### config.mk
export PLATFORM = sky130hd
export DESIGN_NAME = telemetry_counter_gen
export DESIGN_NICKNAME = d
export VERILOG_FILES = /design/src/rtl/telemetry_counter_gen.sv
export SDC_FILE = /design/constraint.sdc
export NUM_CORES = 1
export LEC_CHECK = 0
export CAP_MARGIN = 20
export CORE_MARGIN = 8
export CORE_UTILIZATION = 49
export CTS_BUF_LIST = sky130_fd_sc_hd__clkbuf_8
export CTS_CLUSTER_DIAMETER = 80
export DETAILED_ROUTE_END_ITERATION = 16
export PLACE_DENSITY_LB_ADDON = 0.12
export SYNTH_ARGS = -nofsm -noshare
export SYNTH_HDL_FRONTEND = slang
export SYNTH_SLANG_ARGS = --single-unit
### constraint.sdc
create_clock -name clk_256M -period 4.7 [get_ports clk_256M]
set_input_delay 0.94 -clock clk_256M [delete_from_list [all_inputs] [get_ports clk_256M]]
set_output_delay 0.94 -clock clk_256M [all_outputs]
set_load 0.03 [all_outputs]
### src/rtl/telemetry_counter_gen.sv
// Telemetry packet generator: emits one fixed-format packet per slot period,
// carrying a 10-bit sequence number, with drop/corrupt fault injection and
// counters for accepted packets and slots lost while a packet was pending.
`timescale 1ns/1ps

module telemetry_counter_gen #(
    parameter logic [15:0] G_PERIOD    = 16'd410,
    parameter logic [3:0]  G_STREAM_ID = 4'hD
) (
    input  logic        clk_256M,
    input  logic        reset,
    input  logic        enable,
    input  logic        packet_ready,
    input  logic        inject_drop,
    input  logic        inject_corrupt,
    output logic [87:0] packet_data,
    output logic        packet_valid,
    output logic [31:0] sent_packets,
    output logic [31:0] overrun_count
);

    typedef enum logic [1:0] {
        IDLE = 2'd0,
        WAIT = 2'd1,
        SEND = 2'd2
    } state_t;

    state_t      state;
    state_t      next_state;
    logic [15:0] slot_timer;
    logic        tick;
    logic [9:0]  seq;
    logic [9:0]  payload;
    logic        drop_flag;
    logic        corrupt_flag;
    logic        drop_consume;
    logic        send_start;
    logic        accept;
    logic        overrun_tick;

    // Slot tick fires on the last count of the period, only while enabled
    always_comb begin
        tick = enable && (slot_timer == (G_PERIOD - 16'd1));
    end

    // Slot timer: free-running while enabled, parked at zero otherwise
    always_ff @(posedge clk_256M or posedge reset) begin
        if (reset) begin
            slot_timer <= 16'd0;
        end else if (!enable || tick) begin
            slot_timer <= 16'd0;
        end else begin
            slot_timer <= slot_timer + 16'd1;
        end
    end

    // Decode the per-cycle events that drive both the FSM and the datapath
    always_comb begin
        drop_consume = (state == WAIT) && tick && drop_flag;
        send_start   = (state == WAIT) && tick && !drop_flag;
        accept       = (state == SEND) && packet_ready;
        overrun_tick = (state == SEND) && tick;
        payload      = corrupt_flag ? (seq ^ 10'h001) : seq;
    end

    // FSM state register
    always_ff @(posedge clk_256M or posedge reset) begin
        if (reset) begin
            state <= IDLE;
        end else begin
            state <= next_state;
        end
    end

    // FSM next-state logic; a packet in SEND always finishes its handshake
    always_comb begin
        next_state = state;
        case (state)
            IDLE: begin
                if (enable) begin
                    next_state = WAIT;
                end
            end
            WAIT: begin
                if (send_start) begin
                    next_state = SEND;
                end else if (!enable) begin
                    next_state = IDLE;
                end
            end
            SEND: begin
                if (accept) begin
                    next_state = enable ? WAIT : IDLE;
                end
            end
            default: next_state = IDLE;
        endcase
    end

    // FSM outputs: valid is high exactly while a packet is pending
    always_comb begin
        packet_valid = (state == SEND);
    end

    // Fault flags are sticky until consumed; a request that coincides with
    // consumption stays pending for the following slot
    always_ff @(posedge clk_256M or posedge reset) begin
        if (reset) begin
            drop_flag    <= 1'b0;
            corrupt_flag <= 1'b0;
        end else begin
            drop_flag    <= (drop_flag && !drop_consume) || inject_drop;
            corrupt_flag <= (corrupt_flag && !send_start) || inject_corrupt;
        end
    end

    // Packet register is loaded on entry to SEND and held until accepted
    always_ff @(posedge clk_256M or posedge reset) begin
        if (reset) begin
            packet_data <= 88'd0;
        end else if (send_start) begin
            packet_data <= {4'h0, G_STREAM_ID, 70'd0, payload};
        end
    end

    // Sequence advances on every accepted packet and every dropped slot
    always_ff @(posedge clk_256M or posedge reset) begin
        if (reset) begin
            seq <= 10'd0;
        end else if (accept || drop_consume) begin
            seq <= seq + 10'd1;
        end
    end

    // Statistics counters, both wrapping naturally at 2^32
    always_ff @(posedge clk_256M or posedge reset) begin
        if (reset) begin
            sent_packets  <= 32'd0;
            overrun_count <= 32'd0;
        end else begin
            if (accept) begin
                sent_packets <= sent_packets + 32'd1;
            end
            if (overrun_tick) begin
                overrun_count <= overrun_count + 32'd1;
            end
        end
    end

endmodule

# After elaboration in Yosys (flattened, before gate mapping)
# Index checks and enable logic that the tools add are counted.
op_classes:
  n_addsub: 4
  n_reduce_logical: 18
  eq_ne: 6
  muxes: 8
  bitwise: 1
ops:
  columns: ["cell", "n"]
  rows:
  - ["32-bit by 1-bit adder with 32-bit output, second input constant", 2]
  - ["16-bit by 1-bit adder with 16-bit output, second input constant", 1]
  - ["16-bit by 9-bit == test with 1-bit output, second input constant", 1]
  - ["16-bit 2-to-1 mux", 1]
  - ["10-bit by 1-bit adder with 10-bit output, second input constant", 1]
  - ["1-bit logical AND", 8]
  - ["2-bit 2-to-1 mux", 4]
  - ["2-bit one-hot mux with 3 select lines", 1]
  - ["1-bit zero test", 4]
  - ["1-bit logical OR", 4]
  - ["3-bit inequality test, second input constant", 1]
  - ["3-bit AND reduction", 1]
  - ["2-bit by 1-bit == test with 1-bit output, second input constant", 1]
  - ["2-bit == test, second input constant", 1]
  - ["2-bit zero test", 1]
  - ["1-bit 2-to-1 mux", 2]
  - ["2-bit by 1-bit inequality test with 1-bit output, second input constant", 1]
  - ["2-bit inequality test, second input constant", 1]
  - ["1-bit NOT", 1]
word_totals:
  reg_bits: 105
  elab_cells: 45
  inputBits: 6
  out_inout_bits: 153

# Depth between registers and ports, before layout
depth:
  ltp_word: 7
  depth_mapped: 10
  mapped_depth_nobuf: 7

# Worst setup path after synthesis
# OpenSTA, ideal clock, no wires.
synth_path:
  path_kind: "in2reg"
  start: "in packet_ready"
  end: "reg sent_packets[25]"
  n_path_buf: 0
  path_stages: 5
  arrival_ns: 2.085
  setup_time_ns: 0.081
  required_ns: 4.619
  setup_slack_ns: 2.534
  path_cell_list: "and4_1 nand4_1 or3_4 nor2_1 xor2_1"
synth_between:
  elab_chain_len: 1
synth_rtl:
  columns: ["element", "line", "source"]
  rows:
  - ["start, declared", "13", "input logic packet_ready,"]
  - ["1-bit logical AND", "61", "accept = (state == SEND) && packet_ready;"]
  - ["end signal, assigned", "142", "sent_packets <= sent_packets + 32'd1;"]
  - ["end, declared", "18", "output logic [31:0] sent_packets,"]
# Every way passes these cells.
# A chain may end at the register's enable or synchronous reset.

# Worst setup path in the final report
layout_path:
  start: "reg state[1]"
  end: "out packet_valid"
layout_between:
  elab_chain_len: 1
layout_rtl:
  columns: ["element", "line", "source"]
  rows:
  - ["start, declared", "28", "state_t state;"]
  - ["start signal, assigned", "71", "state <= next_state;"]
  - ["2-bit == test", "102", "packet_valid = (state == SEND);"]
  - ["end, declared", "17", "output logic packet_valid,"]
# Every way passes these cells.

==> results.ini <==
[yosys]
synth-compound-area-share_pct = 0.778
synth-async-reset-ratio_pct = 100
seq_area_frac_synth_pct = 49.5
ys_ff_latch = 105
yosysWarnings = 0
synth_area_leaders = dfrtp_1, buf_4, xnor2_1
syn_area_per_cell_sq_um = 10.8
muxShareOfSynthArea_pct = 3.25
syn_area_sq_um = 5310
yosys.area_share.adder_pct = 1.18
synth_xor_area_share_pct = 14.2
synth.largest_area_cell = dfrtp_1
postSynthCellCount = 493
synth-simple-area-share_pct = 18.4
synth_ff_type = dfrtp_1
synth_edf_count = 0
synth_top_area_share_pct = 49.5
ys_types = 42
synth_top_family_by_area = simple AND/OR/NAND/NOR gates

[final_layout]
finalInstanceArea_sq_um = 6150
postLayoutCoreUtil_pct = 57.5
fillCellCount = 984
syn2layout_area_growth_pct = 16.0
diodes = 0
fin_cells = 725
multi_input_area_sq_um = 2290
nNetsFinal = 591
final_common_cell = dfrtp_1
layout_common_cells = dfrtp_1, clkdlybuf4s50_1, conb_1, xnor2_1, nor2_1
final-seq-area_sq_um = 2630
drive_gt1_share_pct = 6.84

[cts]
cts-root-buf = clkbuf_8
ctsResizeCount = 0
ctsHoldBuffers = 0
cts_setup_buffers = 0
clock_path_buffers = 2
cts.clk_slew.worst_paths_ns = 0.10
clk_latency_ns = 0.36
cts_buffers = 9
cts_tree = yes
htreeDepth = 3
cts_sinks = 105

[detailed_routing]
detail-route-antenna-nets = 0
drc = 0
drt_iter0_markers = 187
via_count = 3455
avgViaCountPerCell = 4.77
wl_per_cell_um = 14.4
dr.pass1.iters = 4
routed_wl_um = 10400

[timing]
fmax_mhz = 333
rsz0062_at_grt = false
worst_slew_pin_slew_ns = 0.653
final.setup_skew_ns = 0.0149
max_slew_margin_pct = 56.5
post-route-period-util_pct = 63.8
tns_ns = 0
slew_viol_final = 0
hold_violations = 0
min_period_ns = 3.00
setup_viol = 0

[worst_setup_path]
arrival_ns = 2.06
cp-start-kind = flip-flop
end_kind = output port
cp_max_fo = 8
worstPathRequired_ns = 3.76
path_class = reg2out

[floorplanning]
die-width_um = 120
dieArea_sq_um = 14400
die_y_um = 120
io_pins = 159
core_sq_um = 10700
num_rows = 38
start_util_pct = 49.6

[flow_run]
drv_cap = 0

[power]
p_total_mw = 1.54
p_leak_nw = 2.90
cellPowerDensity_nw_per_um2 = 250
peakVddDrop_uv = 188

[placement]
dp_hpwl_um = 7850
place_inst = 709
portBuffers = 83
placed_area_sq_um = 5980
finalWeightedCongestion = 0.806

[global_routing]
grt-ovfl-total = 0
antenna_found_initial = 0
first_global_vias = 3470
grt.total_usage_pct = 14.9
grt_start_max_net_pins = 50
grt_pass1_wl_um = 17700

[status]
run_status = complete, no violations

[hold_path]
hp-class = reg2reg

area by class of cell:
| class | instances | share of cell area [%] |
|---|---|---|
| clock inverter | 6 | 0.590 |
| inverter | 10 | 0.651 |
| timing repair buffer | 85 | 13.7 |
| multi-input combinational | 369 | 37.2 |
| tap | 140 | 2.85 |
| sequential | 105 | 42.7 |
| clock buffer | 10 | 2.24 |
synth_stat cells (all sizes together) (2+ instances only):
| cell type | number |
|---|---|
| nand4 | 24 |
| ha | 5 |
| a21o | 2 |
| o21ai | 2 |
| clkbuf | 3 |
| nor4 | 4 |
| nor3 | 12 |
| or2 | 2 |
| dfrtp | 105 |
| buf | 80 |
| nand2 | 29 |
| mux2 | 13 |
| xnor2 | 50 |
| inv | 10 |
| or3 | 2 |
| and3 | 12 |
| and4 | 6 |
| xor2 | 36 |
| nor2 | 44 |
| nand3 | 39 |
| and2 | 2 |
per-layer routing:
| metal | global-route usage (%) | part of all wire [%] |
|---|---|---|
| met5 | 0 | 0 |
| met4 | 4.22 | 1.1 |
| met3 | 5.35 | 7.9 |
| met2 | 23.6 | 46 |
| met1 | 18.8 | 45 |
state kept, by name, indices dropped and copies added, names as in the netlist:
register,flops
overrun_count,32
sent_packets,32
slot_timer,16
packet_data,11
seq,10
state,2
corrupt_flag,1
drop_flag,1
per-stage QoR:
stage                     hold slack (ns)  setup slack, ns
after detailed placement            0.461             1.71
after floorplan                     0.442            0.999
after CTS                           0.480             1.64
final                               0.473             1.70
after global routing                0.488             1.51
after global placement              0.461             1.80
power by group:
group / internal (mW) / leakage (nW) / switching (mW)
sequential: 0.906 / 1.43 / 0.00523
combinational: 0.0122 / 1.38 / 0.109
clock: 0.204 / 0.0909 / 0.303
total: 1.12 / 2.90 / 0.417
logic make-up (layout without fill, tap and decap cells):
group                      after synthesis  after routing
AOI/OAI and AO/OA                        6              6
muxes                                   13             13
and+or+nand+nor                        184            184
other                                    1             75
buffers and inverters                   93            111
DFF                                    105            105
adders and majority gates                5              5
xor gates and xnor gates                86             86
critical path, cell delays in order (launching register included):
cell and delay [ns]:
dfrtp_1 0.41, nor2b_1 0.49, clkdlybuf4s50_1 0.80
final timing paths:
| check | slack [ns] | depth (start not counted) | from | end |
|---|---|---|---|---|
| max | 1.70 | 2 | state[1] | packet_valid |
| min | 0.47 | 1 | sent_packets[31] | sent_packets[31] |
| max reg2reg | 2.42 | 7 | slot_timer[1] | packet_data[6] |
| min reg2reg | 0.47 | 1 | sent_packets[31] | sent_packets[31] |
| max in group asynchronous | 2.79 | 3 | reset | packet_data[80] |
| min in group asynchronous | 1.01 | 2 | reset | packet_data[2] |
Power figures use the tool's default switching activity.
